File: config.mk
export PLATFORM = sky130hd
export DESIGN_NAME = vend_ctrl_param_flat
export DESIGN_NICKNAME = d
export VERILOG_FILES = /design/src/rtl/vend_ctrl_param_if.sv /design/src/rtl/vend_ctrl_param.sv /design/src/flat_wrapper.sv
export SDC_FILE = /design/constraint.sdc
export NUM_CORES = 1
export LEC_CHECK = 0
export BUFFER_PORTS_ARGS = -buffer_cell sky130_fd_sc_hd__buf_2
export CAP_MARGIN = 30
export CORE_ASPECT_RATIO = 0.9
export CORE_UTILIZATION = 40
export CTS_CLUSTER_SIZE = 12
export DETAILED_ROUTE_END_ITERATION = 7
export PLACE_DENSITY = 0.72
export SETUP_SLACK_MARGIN = 0.5
export SLEW_MARGIN = 15
export SYNTH_ARGS = -nofsm -noshare
export SYNTH_HDL_FRONTEND = slang
export SYNTH_SLANG_ARGS = --single-unit
File: constraint.sdc
create_clock -name clk -period 3 [get_ports clk]
set_input_delay 0.15 -clock clk [delete_from_list [all_inputs] [get_ports clk]]
set_output_delay 0.15 -clock clk [all_outputs]
set_load 0.05 [all_outputs]
File: src/rtl/vend_ctrl_param_if.sv
// Vending controller bus: coin and selection inputs from the coin acceptor front end,
// dispense handshake and change outputs toward the dispenser/change-hopper back end.
interface vend_ctrl_param_if #(
  parameter int N_ITEMS  = 5,
  parameter int CREDIT_W = 7,
  parameter int QTY_W    = 2
);
  localparam int SEL_W = $clog2(N_ITEMS + 1);

  logic [2:0]          coin;
  logic [SEL_W-1:0]    item_sel;
  logic [QTY_W-1:0]    qty_sel;
  logic                confirm;
  logic                cancel;
  logic                disp_ready;
  logic                disp_valid;
  logic [SEL_W-1:0]    disp_item;
  logic [QTY_W-1:0]    disp_qty;
  logic                change_valid;
  logic [CREDIT_W-1:0] change;
  logic [CREDIT_W-1:0] credit;
  logic                coin_reject;
  logic                err;

  modport master (
    output coin, item_sel, qty_sel, confirm, cancel, disp_ready,
    input  disp_valid, disp_item, disp_qty, change_valid, change, credit, coin_reject, err
  );

  modport slave (
    input  coin, item_sel, qty_sel, confirm, cancel, disp_ready,
    output disp_valid, disp_item, disp_qty, change_valid, change, credit, coin_reject, err
  );
endinterface

File: src/rtl/vend_ctrl_param.sv
// Parametrised vending-machine controller: coin credit, priced multi-quantity purchase,
// valid/ready dispense, then change/refund. Define VEND_INVENTORY_EN for per-item stock.
module vend_ctrl_param #(
  parameter int N_ITEMS    = 5,
  parameter int CREDIT_W   = 7,
  parameter int QTY_W      = 2,
  parameter int MAX_QTY    = 3,
  parameter int MAX_CREDIT = 95,
  parameter logic [N_ITEMS*CREDIT_W-1:0] ITEM_PRICES = {7'd30, 7'd25, 7'd20, 7'd15, 7'd10},
  parameter int INV_W      = 4,
  parameter int INV_INIT   = 7
) (
  input  logic clk,
  input  logic rst,
`ifdef VEND_INVENTORY_EN
  output logic [N_ITEMS-1:0] sold_out,
`endif
  vend_ctrl_param_if.slave bus
);
  localparam int SEL_W  = $clog2(N_ITEMS + 1);
  localparam int COST_W = CREDIT_W + QTY_W;
  localparam logic [CREDIT_W:0] MAX_C = (CREDIT_W+1)'(MAX_CREDIT);

  typedef enum logic [1:0] {IDLE, COLLECT, DISPENSE, CHANGE} state_t;

  state_t              state, state_nxt;
  logic [CREDIT_W-1:0] credit_q, credit_nxt;
  logic [CREDIT_W-1:0] change_q, change_nxt;
  logic [SEL_W-1:0]    item_q, item_nxt;
  logic [QTY_W-1:0]    qty_q, qty_nxt;
  logic                coin_reject_q, coin_reject_nxt;
  logic                err_q, err_nxt;

  logic [CREDIT_W-1:0] coin_val;
  logic [CREDIT_W:0]   coin_sum;
  logic [COST_W-1:0]   cost;
  logic                open_st, coin_ok, sel_ok, qty_ok, stock_ok, buy_ok;

  function automatic logic [CREDIT_W-1:0] coin_value(input logic [2:0] c);
    case (c)
      3'b001:  coin_value = CREDIT_W'(5);
      3'b010:  coin_value = CREDIT_W'(10);
      3'b100:  coin_value = CREDIT_W'(25);
      default: coin_value = '0;   // none or multi-hot
    endcase
  endfunction

  function automatic logic [CREDIT_W-1:0] price_of(input logic [SEL_W-1:0] sel);
    price_of = '0;
    for (int i = 0; i < N_ITEMS; i++)
      if (sel == SEL_W'(i + 1)) price_of = ITEM_PRICES[i*CREDIT_W +: CREDIT_W];
  endfunction

`ifdef VEND_INVENTORY_EN
  logic [INV_W-1:0] stock_q [N_ITEMS];
  logic [INV_W-1:0] stock_sel;

  always_ff @(posedge clk or posedge rst) begin
    if (rst) begin
      for (int i = 0; i < N_ITEMS; i++) stock_q[i] <= INV_W'(INV_INIT);
    end else if (state == DISPENSE && bus.disp_ready) begin
      for (int i = 0; i < N_ITEMS; i++)
        if (item_q == SEL_W'(i + 1)) stock_q[i] <= stock_q[i] - INV_W'(qty_q);
    end
  end

  always_comb begin
    stock_sel = '0;
    for (int i = 0; i < N_ITEMS; i++) begin
      sold_out[i] = (stock_q[i] == '0);
      if (bus.item_sel == SEL_W'(i + 1)) stock_sel = stock_q[i];
    end
  end

  assign stock_ok = int'(stock_sel) >= int'(bus.qty_sel);
`else
  logic unused_inv_cfg;
  assign unused_inv_cfg = (INV_W > 0) && (INV_INIT >= 0);
  assign stock_ok       = 1'b1;
`endif

  // Request qualification: coin acceptance and purchase validity
  assign open_st  = (state == IDLE) || (state == COLLECT);
  assign coin_val = coin_value(bus.coin);
  assign coin_sum = {1'b0, credit_q} + {1'b0, coin_val};
  assign coin_ok  = open_st && !bus.confirm && !bus.cancel && (coin_val != '0) && (coin_sum <= MAX_C);
  assign cost     = {{QTY_W{1'b0}}, price_of(bus.item_sel)} * {{CREDIT_W{1'b0}}, bus.qty_sel};
  assign sel_ok   = (bus.item_sel != '0) && (int'(bus.item_sel) <= N_ITEMS);
  assign qty_ok   = (bus.qty_sel != '0) && (int'(bus.qty_sel) <= MAX_QTY);
  assign buy_ok   = sel_ok && qty_ok && stock_ok && (cost <= {{QTY_W{1'b0}}, credit_q});

  always_comb begin
    state_nxt       = state;
    credit_nxt      = credit_q;
    change_nxt      = change_q;
    item_nxt        = item_q;
    qty_nxt         = qty_q;
    err_nxt         = 1'b0;
    coin_reject_nxt = (bus.coin != 3'b000) && !coin_ok;
    case (state)
      IDLE, COLLECT: begin
        if (bus.cancel) begin
          change_nxt = credit_q;
          credit_nxt = '0;
          state_nxt  = CHANGE;
        end else if (bus.confirm) begin
          if (buy_ok) begin
            item_nxt   = bus.item_sel;
            qty_nxt    = bus.qty_sel;
            change_nxt = credit_q - cost[CREDIT_W-1:0];
            state_nxt  = DISPENSE;
          end else begin
            err_nxt = 1'b1;
          end
        end else if (coin_ok) begin
          credit_nxt = coin_sum[CREDIT_W-1:0];
          state_nxt  = COLLECT;
        end
      end
      DISPENSE: begin
        if (bus.disp_ready) begin
          credit_nxt = '0;
          state_nxt  = CHANGE;
        end
      end
      CHANGE:  state_nxt = IDLE;
      default: state_nxt = IDLE;
    endcase
  end

  // Register stage: every output is cleared asynchronously on reset
  always_ff @(posedge clk or posedge rst) begin
    if (rst) begin
      state         <= IDLE;
      credit_q      <= '0;
      change_q      <= '0;
      item_q        <= '0;
      qty_q         <= '0;
      coin_reject_q <= 1'b0;
      err_q         <= 1'b0;
    end else begin
      state         <= state_nxt;
      credit_q      <= credit_nxt;
      change_q      <= change_nxt;
      item_q        <= item_nxt;
      qty_q         <= qty_nxt;
      coin_reject_q <= coin_reject_nxt;
      err_q         <= err_nxt;
    end
  end

  assign bus.disp_valid   = (state == DISPENSE);
  assign bus.change_valid = (state == CHANGE);
  assign bus.disp_item    = item_q;
  assign bus.disp_qty     = qty_q;
  assign bus.change       = change_q;
  assign bus.credit       = credit_q;
  assign bus.coin_reject  = coin_reject_q;
  assign bus.err          = err_q;
endmodule

File: src/flat_wrapper.sv
// flat-port wrapper written by rule: the top's interface ports become plain ports
module vend_ctrl_param_flat 
#(
  parameter int N_ITEMS    = 5,
  parameter int CREDIT_W   = 7,
  parameter int QTY_W      = 2,
  parameter int MAX_QTY    = 3,
  parameter int MAX_CREDIT = 95,
  parameter logic [N_ITEMS*CREDIT_W-1:0] ITEM_PRICES = {7'd30, 7'd25, 7'd20, 7'd15, 7'd10},
  parameter int INV_W      = 4,
  parameter int INV_INIT   = 7
)
  (clk, rst, bus_coin, bus_item_sel, bus_qty_sel, bus_confirm, bus_cancel, bus_disp_ready, bus_disp_valid, bus_disp_item, bus_disp_qty, bus_change_valid, bus_change, bus_credit, bus_coin_reject, bus_err);
  vend_ctrl_param_if #(.N_ITEMS(N_ITEMS), .CREDIT_W(CREDIT_W), .QTY_W(QTY_W)) bus_i ();
  input  logic clk;
  input  logic rst;
  input wire logic [$bits(bus_i.coin)-1:0] bus_coin;
  input wire logic [$bits(bus_i.item_sel)-1:0] bus_item_sel;
  input wire logic [$bits(bus_i.qty_sel)-1:0] bus_qty_sel;
  input wire logic [$bits(bus_i.confirm)-1:0] bus_confirm;
  input wire logic [$bits(bus_i.cancel)-1:0] bus_cancel;
  input wire logic [$bits(bus_i.disp_ready)-1:0] bus_disp_ready;
  output wire logic [$bits(bus_i.disp_valid)-1:0] bus_disp_valid;
  output wire logic [$bits(bus_i.disp_item)-1:0] bus_disp_item;
  output wire logic [$bits(bus_i.disp_qty)-1:0] bus_disp_qty;
  output wire logic [$bits(bus_i.change_valid)-1:0] bus_change_valid;
  output wire logic [$bits(bus_i.change)-1:0] bus_change;
  output wire logic [$bits(bus_i.credit)-1:0] bus_credit;
  output wire logic [$bits(bus_i.coin_reject)-1:0] bus_coin_reject;
  output wire logic [$bits(bus_i.err)-1:0] bus_err;
  assign bus_i.coin = bus_coin;
  assign bus_i.item_sel = bus_item_sel;
  assign bus_i.qty_sel = bus_qty_sel;
  assign bus_i.confirm = bus_confirm;
  assign bus_i.cancel = bus_cancel;
  assign bus_i.disp_ready = bus_disp_ready;
  assign bus_disp_valid = bus_i.disp_valid;
  assign bus_disp_item = bus_i.disp_item;
  assign bus_disp_qty = bus_i.disp_qty;
  assign bus_change_valid = bus_i.change_valid;
  assign bus_change = bus_i.change;
  assign bus_credit = bus_i.credit;
  assign bus_coin_reject = bus_i.coin_reject;
  assign bus_err = bus_i.err;
  vend_ctrl_param #(.N_ITEMS(N_ITEMS), .CREDIT_W(CREDIT_W), .QTY_W(QTY_W), .MAX_QTY(MAX_QTY), .MAX_CREDIT(MAX_CREDIT), .ITEM_PRICES(ITEM_PRICES), .INV_W(INV_W), .INV_INIT(INV_INIT)) u_core (.clk(clk), .rst(rst), .bus(bus_i));
endmodule
# --- After elaboration in Yosys (flattened, before gate mapping) ---
# Cells that the tools add are included.
classes:
  addsub: 2
  n_mul: 1
  div_mod_pow: 0
  n_lt_le_gt_ge: 3
  n_eq_ne: 16
  shift: 0
  mux: 24
  bitwise_logic: 1
  reduce_logical: 25
op_table:
  columns: ["operator", "n"]
  rows:
  - ["two-way mux 7 bit", 7]
  - ["two-way mux 5 bit", 3]
  - ["one-hot mux 5 bit (3 select lines)", 1]
  - ["one-hot mux 7 bit (2 select lines)", 1]
  - ["two-way mux 2 bit", 5]
  - ["== test 3 x 2 -> 1 bit (second input constant)", 3]
  - ["== test 3 bit (second input constant)", 3]
  - ["<= comparator 9 x 7 -> 1 bit", 1]
  - ["adder 7 x 5 -> 8 bit", 1]
  - ["<= comparator 8 x 7 -> 1 bit (second input constant)", 1]
  - ["logical AND 1 bit", 8]
  - ["two-way mux 4 bit", 2]
  - ["!= test 4 x 3 -> 1 bit (second input constant)", 2]
  - ["AND reduction 4 bit", 2]
  - ["nonzero test 2 bit", 4]
  - ["multiplier 5 x 2 -> 7 bit", 1]
  - ["nonzero test 7 bit", 1]
  - ["subtractor 7 bit", 1]
  - ["== test 3 x 1 -> 1 bit (second input constant)", 2]
  - ["one-hot mux 2 bit (3 select lines)", 1]
  - ["AND reduction 3 bit", 2]
  - ["nonzero test 3 bit", 2]
  - ["== test 2 bit (second input constant)", 2]
  - ["two-way mux 1 bit", 4]
  - ["other kinds (10)", 12]
word_totals:
  regBits: 23
  latch_bits: 0
  ram_bits: 0
  rom_bits: 0
  inputBits: 13
  output_inout_bits: 23
  elab_cells: 79
  memories: 0

# --- Depth between registers and ports, before layout ---
logic_depth:
  ltp_word: 13
  depth_mapped: 18
  depth_no_buf: 16

# --- Least setup slack after synthesis ---
# Ideal clock, no wire load.
synth_timing:
  path_kind: "input to register"
  start: "input bus_item_sel[1]"
  end: "register u_core.change_q[0] (netlist: u_core.bus.change[0])"
  t_arrival_ns: 3.351
  t_required_ns: 2.872
  slack_ns: -0.478
  path_stages: 18
  path_buffers: 2
  path_cell_list: "buf_2 -> nor2b_1 -> o21ba_2 -> and2_1 -> ha_1 -> inv_1 -> fa_1 -> nor2b_1 -> o21ai_0 -> nand2b_1 -> xnor2_1 -> ha_1 -> nand4_1 -> or2_1 -> o32ai_2 -> or2_1 -> buf_2 -> mux2_1"
synth_via:
  elab_chain_len: 11
  word_cells_on_any_way: 23
  cone_classes: "add/sub: 1; mul: 1; order compare: 2; eq/ne: 5; mux: 8; reduce/logical: 6"
synth_rtl:
  columns: ["item", "line", "source"]
  rows:
  - ["start: declaration", "flat_wrapper.sv:18", "input wire logic [$bits(bus_i.item_sel)-1:0] bus_item_sel;"]
  - ["== test 3 x 1 -> 1 bit", "vend_ctrl_param.sv:51", "if (sel == SEL_W'(i + 1)) price_of = ITEM_PRICES[i*CREDIT_W +: CREDIT_W];"]
  - ["two-way mux 4 bit (2 in a row)", "vend_ctrl_param.sv:51", null]
  - ["two-way mux 5 bit (3 in a row)", "vend_ctrl_param.sv:51", null]
  - ["multiplier 5 x 2 -> 7 bit", "vend_ctrl_param.sv:87", "assign cost = {{QTY_W{1'b0}}, price_of(bus.item_sel)} * {{CREDIT_W{1'b0}}, bus.qty_sel};"]
  - ["<= comparator 9 x 7 -> 1 bit", "vend_ctrl_param.sv:90", "assign buy_ok = sel_ok && qty_ok && stock_ok && (cost <= {{QTY_W{1'b0}}, credit_q});"]
  - ["logical AND 1 bit", "vend_ctrl_param.sv:90", null]
  - ["nonzero test 2 bit (no source line)", null, null]
  - ["AND reduction 3 bit (no source line)", null, null]
  - ["end signal: assignment", "vend_ctrl_param.sv:144", "change_q <= change_nxt;"]
  - ["end: declaration", "vend_ctrl_param.sv:28", "logic [CREDIT_W-1:0] change_q, change_nxt;"]
# Parallel ways exist; a longest one is shown, timed or not. The select of a mux whose other input is x is not followed.
# A chain may end at the register's enable or synchronous reset.

# --- Worst setup path in the final report ---
layout_timing:
  start: "input bus_item_sel[2]"
  end: "register u_core.change_q[2] (netlist: u_core.bus.change[2])"
layout_via:
  elab_chain_len: 11
  word_cells_on_any_way: 23
  cone_classes: "add/sub: 1; mul: 1; order compare: 2; eq/ne: 5; mux: 8; reduce/logical: 6"
layout_rtl:
  columns: ["item", "line"]
  rows:
  - ["== test 3 x 1 -> 1 bit", "vend_ctrl_param.sv:51"]
  - ["two-way mux 4 bit (2 in a row)", "vend_ctrl_param.sv:51"]
  - ["two-way mux 5 bit (3 in a row)", "vend_ctrl_param.sv:51"]
  - ["multiplier 5 x 2 -> 7 bit", "vend_ctrl_param.sv:87"]
  - ["subtractor 7 bit / <= comparator 9 x 7 -> 1 bit (equally long branches)", "vend_ctrl_param.sv:110, vend_ctrl_param.sv:90"]
  - ["two-way mux 7 bit / logical AND 1 bit (equally long branches)", "vend_ctrl_param.sv:107, vend_ctrl_param.sv:90"]
  - ["two-way mux 7 bit / nonzero test 2 bit (equally long branches)", null]
  - ["two-way mux 7 bit / AND reduction 3 bit (equally long branches)", null]
# Parallel ways exist; a longest one is shown, timed or not. The select of a mux whose other input is x is not followed.

==> metrics.cfg <==
[outcome]
outcome = completed

[critical_path]
r2r-end = u_core.bus.credit[6]
path_buf_inv = 2
crit_start = bus_item_sel[2]
cpMostUsedCell = or2_4
start_kind = input pin
critPathTopFamily = simple AND/OR/NAND/NOR gates
cp.arrival_ns = 3.10
worstPathRequired_ns = 3.15
worstSetupEndpointType = flop
path_cells = buf_8, nor2b_4, o21ba_4, and2_4, ha_4, inv_2, fa_2, nor2b_1, o21ai_1, nand2b_1, xnor2_2, ha_1, nand4_1, or2_4, o32ai_4, or2_4, mux2_4
path_class = in2reg
critPathMaxFanout = 4
slowest_stage = fa_2
path_depth = 17
r2r_slack_ns = 0.57
r2r-start = u_core.bus.credit[0]
r2r.worst_path.cells = 8
cp_slowest_stage_delay_ns = 0.35

[synth]
synth-xor-area-share = 0.0381
synthTopCellsByArea = dfrtp_1, ha_1, inv_1
syn_avg_cell_area_um2 = 9.08
synthFlopType = dfrtp_1
synth_top_family_by_area = compound AO/OA/AOI/OAI gates
yosys.area_share.simple = 0.172
ys_seq_area_frac = 0.278
ys_ff_latch = 23
syn_nets = 266
postSynthCellCount = 228
ys_async_sr_fraction = 1.00
netlist_area_um2 = 2070
synth_cell_types = 48
synth_compound_area_frac = 0.229
synth_edf_count = 0
synthAdderAreaFrac = 0.162
yosys.area.top_type_share = 0.278
yosysTopAreaCell = dfrtp_1
ys.warnings.count = 0
synth_mux_area_frac = 0.0726

[min_path]
hp-class = in2reg
hold_depth = 3
min_to = u_core.state[1]
hp-start = bus_confirm

[clock_tree]
cts_root_buffer = clkbuf_8
path_clk_slew_ns = 0.08
cts_sinks = 23
clkLatencyLatePin_ns = 0.26
cts_buffers = 3
cts_buffer_depth = 2
cts_tree = built
htree_levels = 1

[global_routing]
grt_pass1_vias = 1877
grt_overflow_total = 0
grt_antenna_before_repair = 0
grt_max_degree = 24
grt_usage = 0.189
grt_pass1_wl_um = 8390

[routing]
final_antenna_net_count = 0
drtIter0Drc = 67
drc_errors = 0
finalWirelength_um = 5050
wl_per_cell_um = 14.0
drt_pass1_iterations = 4
num_vias = 1884
via_per_inst = 5.22

[die]
die_y_um = 70.2
ios = 36
rows = 24
coreArea_um2 = 4920
initial_core_util = 0.420
dieArea_um2 = 5470
die_w_um = 77.8

[timing]
worst_slew_pin_slew_ns = 0.631
fin_setup_tns_ns = 0
min_period_ns = 2.96
relSlewSlack = 0.576
fin_ws_ns = 0.0445
fmax_mhz = 338
final_max_slew_viol_count = 0
worst_clock_skew_ns = 0.00225
setup_viol = 0
hold_viol_final = 0
fin_crit_sh = 0.985
grt_setup_unrepaired = yes

[place]
hpwlAfterDp_um = 3780
port_buffers = 35
routabilityCongestion = 0.835
pre_cts_slack_ns = -0.330

[finish]
final_nets = 335
area_delta_synth_final_pct = 35.8
antenna_cells = 0
final_layout_size_suffix_gt1_frac = 0.365

[power_and_ir_drop]
power.leakage_nw = 1.36
swShare = 0.485
ir_drop_v = 0.000597
powerDensity_nw_per_um2 = 650
combPwrFrac = 0.631
switching_power_w = 0.000886
power_frac_seq = 0.265
p_int_w = 0.000940
pwr-share-clk = 0.104

[run]
cap_viol_max_count = 0

-- sequential cells by signal (all words and copies together), names as in the netlist --
name,count
u_core.bus.err,1
u_core.bus.change,7
u_core.state,2
u_core.bus.coin_reject,1
u_core.bus.disp_qty,2
u_core.bus.credit,7
u_core.bus.disp_item,3
-- worst max-delay path by stage --
stage / to / slack, ns
detailed placement: u_core.bus.disp_qty[1] / -0.33
finish: u_core.bus.change[2] / 0.04
floorplan: u_core.bus.change[0] / -0.20
global placement: u_core.bus.disp_qty[0] / -0.27
CTS: u_core.bus.change[2] / 0.05
global route: u_core.bus.change[2] / -0.1
-- placed cells by master, fill, tap and decap left out, drive strengths merged, types with 8 or more instances in the layout --
| master | count |
|---|---|
| buf | 68 |
| dfrtp | 23 |
| ha | 22 |
| inv | 21 |
| nor2 | 16 |
| o21ai | 13 |
| a21oi | 12 |
| nand2 | 10 |
| nor2b | 9 |
| and2 | 8 |
| mux2 | 8 |
-- through the flow --
stage | instance area (µm²) | utilization | cells | total power, W | hold WS, ns
6_report | 2810 | 0.571 | 361 | 0.00183 | 0.199
5_1_grt | 2810 | 0.571 | 361 | 0.00193 | 0.195
4_1_cts | 2690 | 0.545 | 356 | 0.00178 | 0.0827
3_5_place_dp | 2530 | 0.513 | 346 | 0.00152 | 0.377
3_3_place_gp | 2530 | 0.513 | 346 | 0.00151 | 0.358
2_1_floorplan | 2140 | - | 228 | 0.00125 | 0.152
-- tightest hold or removal path, cell delays in order --
cell,delay (ns)
buf_2,0.15
nand3_4,0.08
a21oi_2,0.04
-- cell families after synthesis --
kind of cell | count (synthesis)
simple gates | 66
compound gates | 65
buf+inv | 26
fa+ha+maj | 25
flops | 23
mux | 14
xor+xnor | 9
-- power groups by stage --
stage / Clock [W] / Sequential (W) / Combinational (W)
5_1_grt: 0.000206 / 0.000496 / 0.00123
3_5_place_dp: 0 / 0.000488 / 0.00104
3_3_place_gp: 0 / 0.000484 / 0.00102
4_1_cts: 0.000201 / 0.000482 / 0.00110
6_report: 0.000190 / 0.000484 / 0.00115
2_1_floorplan: 0 / 0.000780 / 0.000471
-- cell usage after synthesis, drive strengths merged (3+ instances only) --
library cell and number:
a211oi 4, a21o 6, a21oi 12, and2 8
buf 3, dfrtp 23, fa 3, ha 22
inv 21, mux2 8, mux2i 6, nand2 10
nand2b 3, nor2 16, nor2b 9, nor3 5
nor3b 4, o21ai 13, o2bb2ai 7, o31a 5
or2 3, xnor2 6, xor2 3
-- layout make-up --
| type | instances | area (µm²) |
|---|---|---|
| fill | 454 | 2110 |
| multi-input combinational | 179 | 1540 |
| sequential | 23 | 576 |
| timing repair buffer | 69 | 494 |
| tap | 65 | 81.3 |
| inverter | 21 | 78.8 |
| clock buffer | 4 | 45.0 |
-- routing by layer --
layer  routed length, µm  global-route usage
met1                2500               0.261
met2                2340               0.319
met3                 170              0.0301
met4                  31              0.0210
met5                   0                   0
-- what timing repair did --
action,in CTS,in global routing
setup buffers,6,3
gates resized for setup,21,14
hold buffers,0,1
pin swaps,13,8
setup endpoints to repair,16,23
hold endpoints to repair,0,3
No activity file was read; power rests on OpenSTA's default activity.
